`config.mk`:
```
export PLATFORM = sky130hd
export DESIGN_NAME = mem_port_arbiter_flat
export DESIGN_NICKNAME = d
export VERILOG_FILES = /design/src/rtl/mem_port_arbiter_if.sv /design/src/rtl/mem_port_arbiter.sv /design/src/flat_wrapper.sv
export SDC_FILE = /design/constraint.sdc
export NUM_CORES = 1
export LEC_CHECK = 0
export ABC_AREA = 0
export CORE_MARGIN = 1.5
export CORE_UTILIZATION = 61
export DETAILED_ROUTE_END_ITERATION = 16
export DONT_BUFFER_PORTS = 1
export PLACE_DENSITY = 0.83
export REMOVE_ABC_BUFFERS = 1
export SLEW_MARGIN = 30
export SYNTH_ARGS = -nofsm -noshare
export SYNTH_HDL_FRONTEND = slang
export SYNTH_SLANG_ARGS = --single-unit
```
`constraint.sdc`:
```
create_clock -name clk -period 2.16 [get_ports clk]
set_clock_uncertainty 0.15 [all_clocks]
set_input_delay 0.108 -clock clk [delete_from_list [all_inputs] [get_ports clk]]
set_output_delay 0.108 -clock clk [all_outputs]
set_load 0.02 [all_outputs]
```
`src/rtl/mem_port_arbiter_if.sv`:
```
// Bus bundle tying the fetch unit, the load/store unit and the shared RAM to mem_port_arbiter.
// The arbiter takes the slave modport; the surrounding core/RAM side takes master.
interface mem_port_arbiter_if #(
  parameter int AW = 8,
  parameter int DW = 8
);
  logic          if_req;
  logic [AW-1:0] if_addr;
  logic          if_gnt;
  logic          if_rvalid;
  logic [DW-1:0] if_rdata;

  logic          ls_req;
  logic          ls_we;
  logic [AW-1:0] ls_addr;
  logic [DW-1:0] ls_wdata;
  logic          ls_gnt;
  logic          ls_rvalid;
  logic [DW-1:0] ls_rdata;

  logic          mem_en;
  logic          mem_we;
  logic [AW-1:0] mem_addr;
  logic [DW-1:0] mem_wdata;
  logic [DW-1:0] mem_rdata;

  logic          busy;

  modport slave (
    input  if_req, if_addr, ls_req, ls_we, ls_addr, ls_wdata, mem_rdata,
    output if_gnt, if_rvalid, if_rdata, ls_gnt, ls_rvalid, ls_rdata,
           mem_en, mem_we, mem_addr, mem_wdata, busy
  );

  modport master (
    output if_req, if_addr, ls_req, ls_we, ls_addr, ls_wdata, mem_rdata,
    input  if_gnt, if_rvalid, if_rdata, ls_gnt, ls_rvalid, ls_rdata,
           mem_en, mem_we, mem_addr, mem_wdata, busy
  );
endinterface

```
`src/rtl/mem_port_arbiter.sv`:
```
// Single-outstanding arbiter sharing the core's RAM port between instruction fetch and load/store.
// Load/store has priority; a starvation counter forces a fetch grant after MAX_WAIT straight losses.
module mem_port_arbiter #(
  parameter int AW       = 8,
  parameter int DW       = 8,
  parameter int MEM_LAT  = 1,
  parameter int MAX_WAIT = 4
) (
  input  logic                  clk,
  input  logic                  reset,
  mem_port_arbiter_if.slave     bus
);

  typedef enum logic [1:0] {IDLE, GRANT, WAIT, RESP} state_t;

  localparam logic [2:0] WAIT_INIT = 3'(MEM_LAT - 1);
  localparam logic [3:0] STARV_MAX = 4'(MAX_WAIT);

  state_t        r_state;
  state_t        w_nextState;
  logic          r_ownerLs;
  logic          r_we;
  logic [AW-1:0] r_addr;
  logic [DW-1:0] r_wdata;
  logic [2:0]    r_waitCnt;
  logic [3:0]    r_starvCnt;
  logic          w_lsWin;
  logic          w_ifWin;

  assign w_lsWin = bus.ls_req && !(bus.if_req && (r_starvCnt >= STARV_MAX));
  assign w_ifWin = bus.if_req && !w_lsWin;

  always_ff @(posedge clk) begin
    if (reset) begin
      r_state <= IDLE;
    end else begin
      r_state <= w_nextState;
    end
  end

  // Request latch, WAIT down-counter and starvation counter; only IDLE looks at the request inputs.
  always_ff @(posedge clk) begin
    if (reset) begin
      r_ownerLs  <= 1'b0;
      r_we       <= 1'b0;
      r_addr     <= '0;
      r_wdata    <= '0;
      r_waitCnt  <= 3'd0;
      r_starvCnt <= 4'd0;
    end else begin
      case (r_state)
        IDLE: begin
          if (bus.if_req && w_lsWin) begin
            if (r_starvCnt < STARV_MAX) begin
              r_starvCnt <= r_starvCnt + 4'd1;
            end
          end else begin
            r_starvCnt <= 4'd0;
          end
          if (w_ifWin || w_lsWin) begin
            r_ownerLs <= w_lsWin;
            r_we      <= w_lsWin && bus.ls_we;
            r_addr    <= w_lsWin ? bus.ls_addr : bus.if_addr;
            r_wdata   <= w_lsWin ? bus.ls_wdata : '0;
          end
        end
        GRANT:   r_waitCnt <= WAIT_INIT;
        WAIT:    r_waitCnt <= r_waitCnt - 3'd1;
        default: ;
      endcase
    end
  end

  always_comb begin
    w_nextState   = r_state;
    bus.if_gnt    = 1'b0;
    bus.ls_gnt    = 1'b0;
    bus.if_rvalid = 1'b0;
    bus.ls_rvalid = 1'b0;
    bus.if_rdata  = '0;
    bus.ls_rdata  = '0;
    bus.mem_en    = 1'b0;
    bus.mem_we    = 1'b0;
    bus.mem_addr  = '0;
    bus.mem_wdata = '0;
    bus.busy      = (r_state != IDLE);
    case (r_state)
      IDLE: begin
        if (w_ifWin || w_lsWin) begin
          w_nextState = GRANT;
        end
      end
      GRANT: begin
        bus.mem_en    = 1'b1;
        bus.mem_we    = r_we;
        bus.mem_addr  = r_addr;
        bus.mem_wdata = r_wdata;
        bus.if_gnt    = !r_ownerLs;
        bus.ls_gnt    = r_ownerLs;
        if (r_we) begin
          w_nextState = IDLE;
        end else if (MEM_LAT == 1) begin
          w_nextState = RESP;
        end else begin
          w_nextState = WAIT;
        end
      end
      WAIT: begin
        if (r_waitCnt <= 3'd1) begin
          w_nextState = RESP;
        end
      end
      RESP: begin
        bus.if_rvalid = !r_ownerLs;
        bus.ls_rvalid = r_ownerLs;
        if (r_ownerLs) begin
          bus.ls_rdata = bus.mem_rdata;
        end else begin
          bus.if_rdata = bus.mem_rdata;
        end
        w_nextState = IDLE;
      end
      default: w_nextState = IDLE;
    endcase
  end

endmodule

```
`src/flat_wrapper.sv`:
```
// flat-port wrapper written by rule: the top's interface ports become plain ports
module mem_port_arbiter_flat 
#(
  parameter int AW       = 8,
  parameter int DW       = 8,
  parameter int MEM_LAT  = 1,
  parameter int MAX_WAIT = 4
)
  (clk, reset, bus_if_req, bus_if_addr, bus_ls_req, bus_ls_we, bus_ls_addr, bus_ls_wdata, bus_mem_rdata, bus_if_gnt, bus_if_rvalid, bus_if_rdata, bus_ls_gnt, bus_ls_rvalid, bus_ls_rdata, bus_mem_en, bus_mem_we, bus_mem_addr, bus_mem_wdata, bus_busy);
  mem_port_arbiter_if #(.AW(AW), .DW(DW)) bus_i ();
  input  logic clk;
  input  logic reset;
  input wire logic [$bits(bus_i.if_req)-1:0] bus_if_req;
  input wire logic [$bits(bus_i.if_addr)-1:0] bus_if_addr;
  input wire logic [$bits(bus_i.ls_req)-1:0] bus_ls_req;
  input wire logic [$bits(bus_i.ls_we)-1:0] bus_ls_we;
  input wire logic [$bits(bus_i.ls_addr)-1:0] bus_ls_addr;
  input wire logic [$bits(bus_i.ls_wdata)-1:0] bus_ls_wdata;
  input wire logic [$bits(bus_i.mem_rdata)-1:0] bus_mem_rdata;
  output wire logic [$bits(bus_i.if_gnt)-1:0] bus_if_gnt;
  output wire logic [$bits(bus_i.if_rvalid)-1:0] bus_if_rvalid;
  output wire logic [$bits(bus_i.if_rdata)-1:0] bus_if_rdata;
  output wire logic [$bits(bus_i.ls_gnt)-1:0] bus_ls_gnt;
  output wire logic [$bits(bus_i.ls_rvalid)-1:0] bus_ls_rvalid;
  output wire logic [$bits(bus_i.ls_rdata)-1:0] bus_ls_rdata;
  output wire logic [$bits(bus_i.mem_en)-1:0] bus_mem_en;
  output wire logic [$bits(bus_i.mem_we)-1:0] bus_mem_we;
  output wire logic [$bits(bus_i.mem_addr)-1:0] bus_mem_addr;
  output wire logic [$bits(bus_i.mem_wdata)-1:0] bus_mem_wdata;
  output wire logic [$bits(bus_i.busy)-1:0] bus_busy;
  assign bus_i.if_req = bus_if_req;
  assign bus_i.if_addr = bus_if_addr;
  assign bus_i.ls_req = bus_ls_req;
  assign bus_i.ls_we = bus_ls_we;
  assign bus_i.ls_addr = bus_ls_addr;
  assign bus_i.ls_wdata = bus_ls_wdata;
  assign bus_i.mem_rdata = bus_mem_rdata;
  assign bus_if_gnt = bus_i.if_gnt;
  assign bus_if_rvalid = bus_i.if_rvalid;
  assign bus_if_rdata = bus_i.if_rdata;
  assign bus_ls_gnt = bus_i.ls_gnt;
  assign bus_ls_rvalid = bus_i.ls_rvalid;
  assign bus_ls_rdata = bus_i.ls_rdata;
  assign bus_mem_en = bus_i.mem_en;
  assign bus_mem_we = bus_i.mem_we;
  assign bus_mem_addr = bus_i.mem_addr;
  assign bus_mem_wdata = bus_i.mem_wdata;
  assign bus_busy = bus_i.busy;
  mem_port_arbiter #(.AW(AW), .DW(DW), .MEM_LAT(MEM_LAT), .MAX_WAIT(MAX_WAIT)) u_core (.clk(clk), .reset(reset), .bus(bus_i));
endmodule
```
==> run summary <==
Final cell count without fillers = 231
Clock Latency Late Sink = 0.34 ns
CTS Buf Count = 3
R2R setup slack = 0.11 ns
Min-Delay Path Class = in2reg
PortBufs = 0
R2R depth = 6
Initial antenna violation count = 0
Clock power share = 19.4%
Antenna cells = 0
Gr ovfl total = 0
Clk slew on worst S/H paths = 0.16 ns
Vias per cell = 6.48
Syn Std Cell Area = 0.00145 mm²
Yosys reg bits = 27
Root Driver = clkbuf_4
Max VDD drop = 576 µV
Die width = 51.8 µm
Seq pwr share = 48.6%
Fin crit share = 95.4%
Critical path arrival = 2.16 ns
Vias in the first global route = 1414
Switch share = 35.1%
Post-DP HPWL = 2.50 mm
Largest net degree at the start of global routing = 21
Area delta synth->final = 26.0%
Core area = 0.00223 mm²
Netlist cell types = 30
Cell Rows = 17
Worst Max-Slew Pin Slew = 0.531 ns
Startpoint Class = input pin
PwrDens = 665 mW/mm²
P_int = 790 µW
Initial DRC Count = 39
Tot Pwr = 1.22 mW
WL final = 4.30 mm
R2R Path End = u_core.r_addr[6]
DR pass1 iterations = 4
Crit path capture type = flip-flop
Clock tree buffer depth = 2
Nets = 248
GR Util All Layers = 32.7%
Synth Warn # = 0
Switching pwr = 427 µW
Placed cell area = 0.00147 mm²
Worst reg2reg startpoint = u_core.r_state[1]
Hold_sp = bus_ls_req
Final instance area = 0.00183 mm²
Count of final hold-check violations = 0
Hold slack = 0.0392 ns
Grt met1 use = 33.0%
Final Max Slew Viols = 0
Drt wl/cell = 18.6 µm
Post-synthesis sequential area ratio = 37.2%
Final setup violation count = 0
Antenna viol nets, final = 0
Final setup TNS = 0 ns
Ys flop type = dfxtp_1
Max_slew headroom = 64.5%
CTS tree = done
Clock Sinks = 27
Worst hold path depth = 3
Placed cells = 194
Post-synth ARST share = 0%
DR vias = 1496
Busiest layer in global routing = met2
Critical path type = in2reg
Critical Path RT = 2.26 ns
EDFF count, synth = 0
Clock period minus worst slack = 2.06 ns
GR Util met2 = 64.5%
Initial Utilization = 65.0%
I/O pin cnt = 76
H-tree lvl count = 1
LEAKAGE = 0.778 nW
First-pass GRT wire length = 6.40 mm
GRT met3 Usage = 6.32%
Mapped Cells = 173
Avg Cell Area, Syn = 8.39 µm²
Number of remaining DRC errors = 0
Die height = 51.8 µm
Status = finished, final reports clean
Combinational share of power = 31.9%
Max-cap violations = 0
Die area = 0.00268 mm²
Crit-path max FO = 13
Fmax = 486 MHz
Worst hold endpoint = u_core.r_addr[2]
Routability cong. = 0.809
Layout cells sized above 1 = 9.36%
==> state kept, by name (all words and copies together) (netlist names) <==
name	flops
u_core.r_starvCnt	4
u_core.r_state	2
u_core.r_addr	8
u_core.r_ownerLs	1
u_core.r_waitCnt	3
u_core.r_wdata	8
u_core.r_we	1
==> routing by layer <==
metal,up-vias,part of all wire [%]
met1,691,36
li1,674,-
met4,0,2.4
met5,-,0
met3,17,9.9
met2,114,52
==> layout by cell type, fill, tap and decap left out, types with 2 or more instances in the layout <==
| master | Yosys | final |
|---|---|---|
| nand4b_1 | 2 | 2 |
| buf_4 | 0 | 7 |
| nor2_1 | 2 | 2 |
| a21oi_1 | 7 | 7 |
| clkbuf_4 | 0 | 3 |
| a22o_1 | 9 | 9 |
| o21ai_0 | 19 | 19 |
| dfxtp_1 | 27 | 26 |
| a31oi_1 | 8 | 8 |
| dlygate4sd3_1 | 0 | 29 |
| and2_1 | 28 | 28 |
| ha_1 | 7 | 6 |
| nand3_1 | 11 | 11 |
| inv_1 | 8 | 8 |
| nor2b_1 | 4 | 3 |
| and3_1 | 11 | 11 |
| nand2_1 | 6 | 6 |
==> layout make-up <==
| type | instances | area, µm² |
|---|---|---|
| multi-input cells | 128 | 850 |
| flip-flops and latches | 27 | 542 |
| clock inverters | 1 | 7.51 |
| inverters | 8 | 30.0 |
| repair buffers | 36 | 343 |
| fillers | 146 | 404 |
| clock buffers | 3 | 22.5 |
| well taps | 28 | 35.0 |
==> timing repair <==
action / CTS / global route
gates resized for setup: 0 / 4
hold buffers: 29 / 0
hold endpoints to repair: 26 / 0
setup buffers: 0 / 4
endpoints found under the setup margin: 0 / 17
==> power by group through the flow <==
stage | Sequential (mW) | Clock [mW] | Combinational, mW
finish | 0.592 | 0.237 | 0.388
CTS | 0.584 | 0.230 | 0.342
detailed placement | 0.596 | 0 | 0.275
global placement | 0.591 | 0 | 0.260
floorplan | 0.583 | 0 | 0.224
global route | 0.596 | 0.268 | 0.418
==> cell usage after synthesis, drive strengths merged, types with 2 or more instances <==
| cell type | n | area share (%) |
|---|---|---|
| o21a | 2 | 1.1 |
| a31oi | 8 | 3.4 |
| buf | 4 | 1.4 |
| clkbuf | 6 | 1.6 |
| inv | 8 | 2.1 |
| ha | 7 | 6.0 |
| a21oi | 7 | 2.4 |
| nand2 | 6 | 1.6 |
| o21ai | 20 | 6.9 |
| and2 | 28 | 12 |
| or3 | 2 | 1.2 |
| nor2 | 3 | 0.95 |
| dfxtp | 27 | 37 |
| nand3 | 11 | 3.8 |
| nor2b | 4 | 1.7 |
| and3 | 12 | 5.3 |
| nand4b | 2 | 1.2 |
| a22o | 9 | 5.4 |
==> worst max-delay path, cell delays in order <==
cell and delay [ns]:
dlygate4sd3_1 0.87, inv_1 0.25, o21ai_0 0.25, a31oi_1 0.11, dlygate4sd3_1 0.57
==> how the worst max path moves through the flow <==
stage	start	end
after floorplan	u_core.r_state[1]	u_core.r_state[0]
after CTS	u_core.r_state[0]	u_core.r_addr[5]
after global placement	u_core.r_state[0]	u_core.r_wdata[6]
after global routing	u_core.r_state[1]	u_core.r_addr[6]
after detailed placement	u_core.r_state[0]	u_core.r_wdata[1]
final	bus_ls_req	u_core.r_addr[5]
==> metrics by stage <==
step / util, % / worst slack, ns
after global placement: 65.7 / 0.462
after detailed placement: 65.7 / 0.358
after CTS: 80.0 / 0.0161
after floorplan: - / 0.369
final: 81.9 / 0.100
after global routing: 81.9 / -0.0127
==> cell families (layout without fill, tap and decap cells) <==
family                     count (synthesis)  in the layout  share of synthesized area [%]
buffers and inverters                     18             48                           5.00
adders and majority gates                  7              7                           6.03
AOI/OAI and AO/OA                         48             48                           21.2
and+or+nand+nor                           72             72                           29.8
DFF                                       27             27                           37.2
muxes                                      1              1                          0.690
Power figures use the tool's default switching activity.
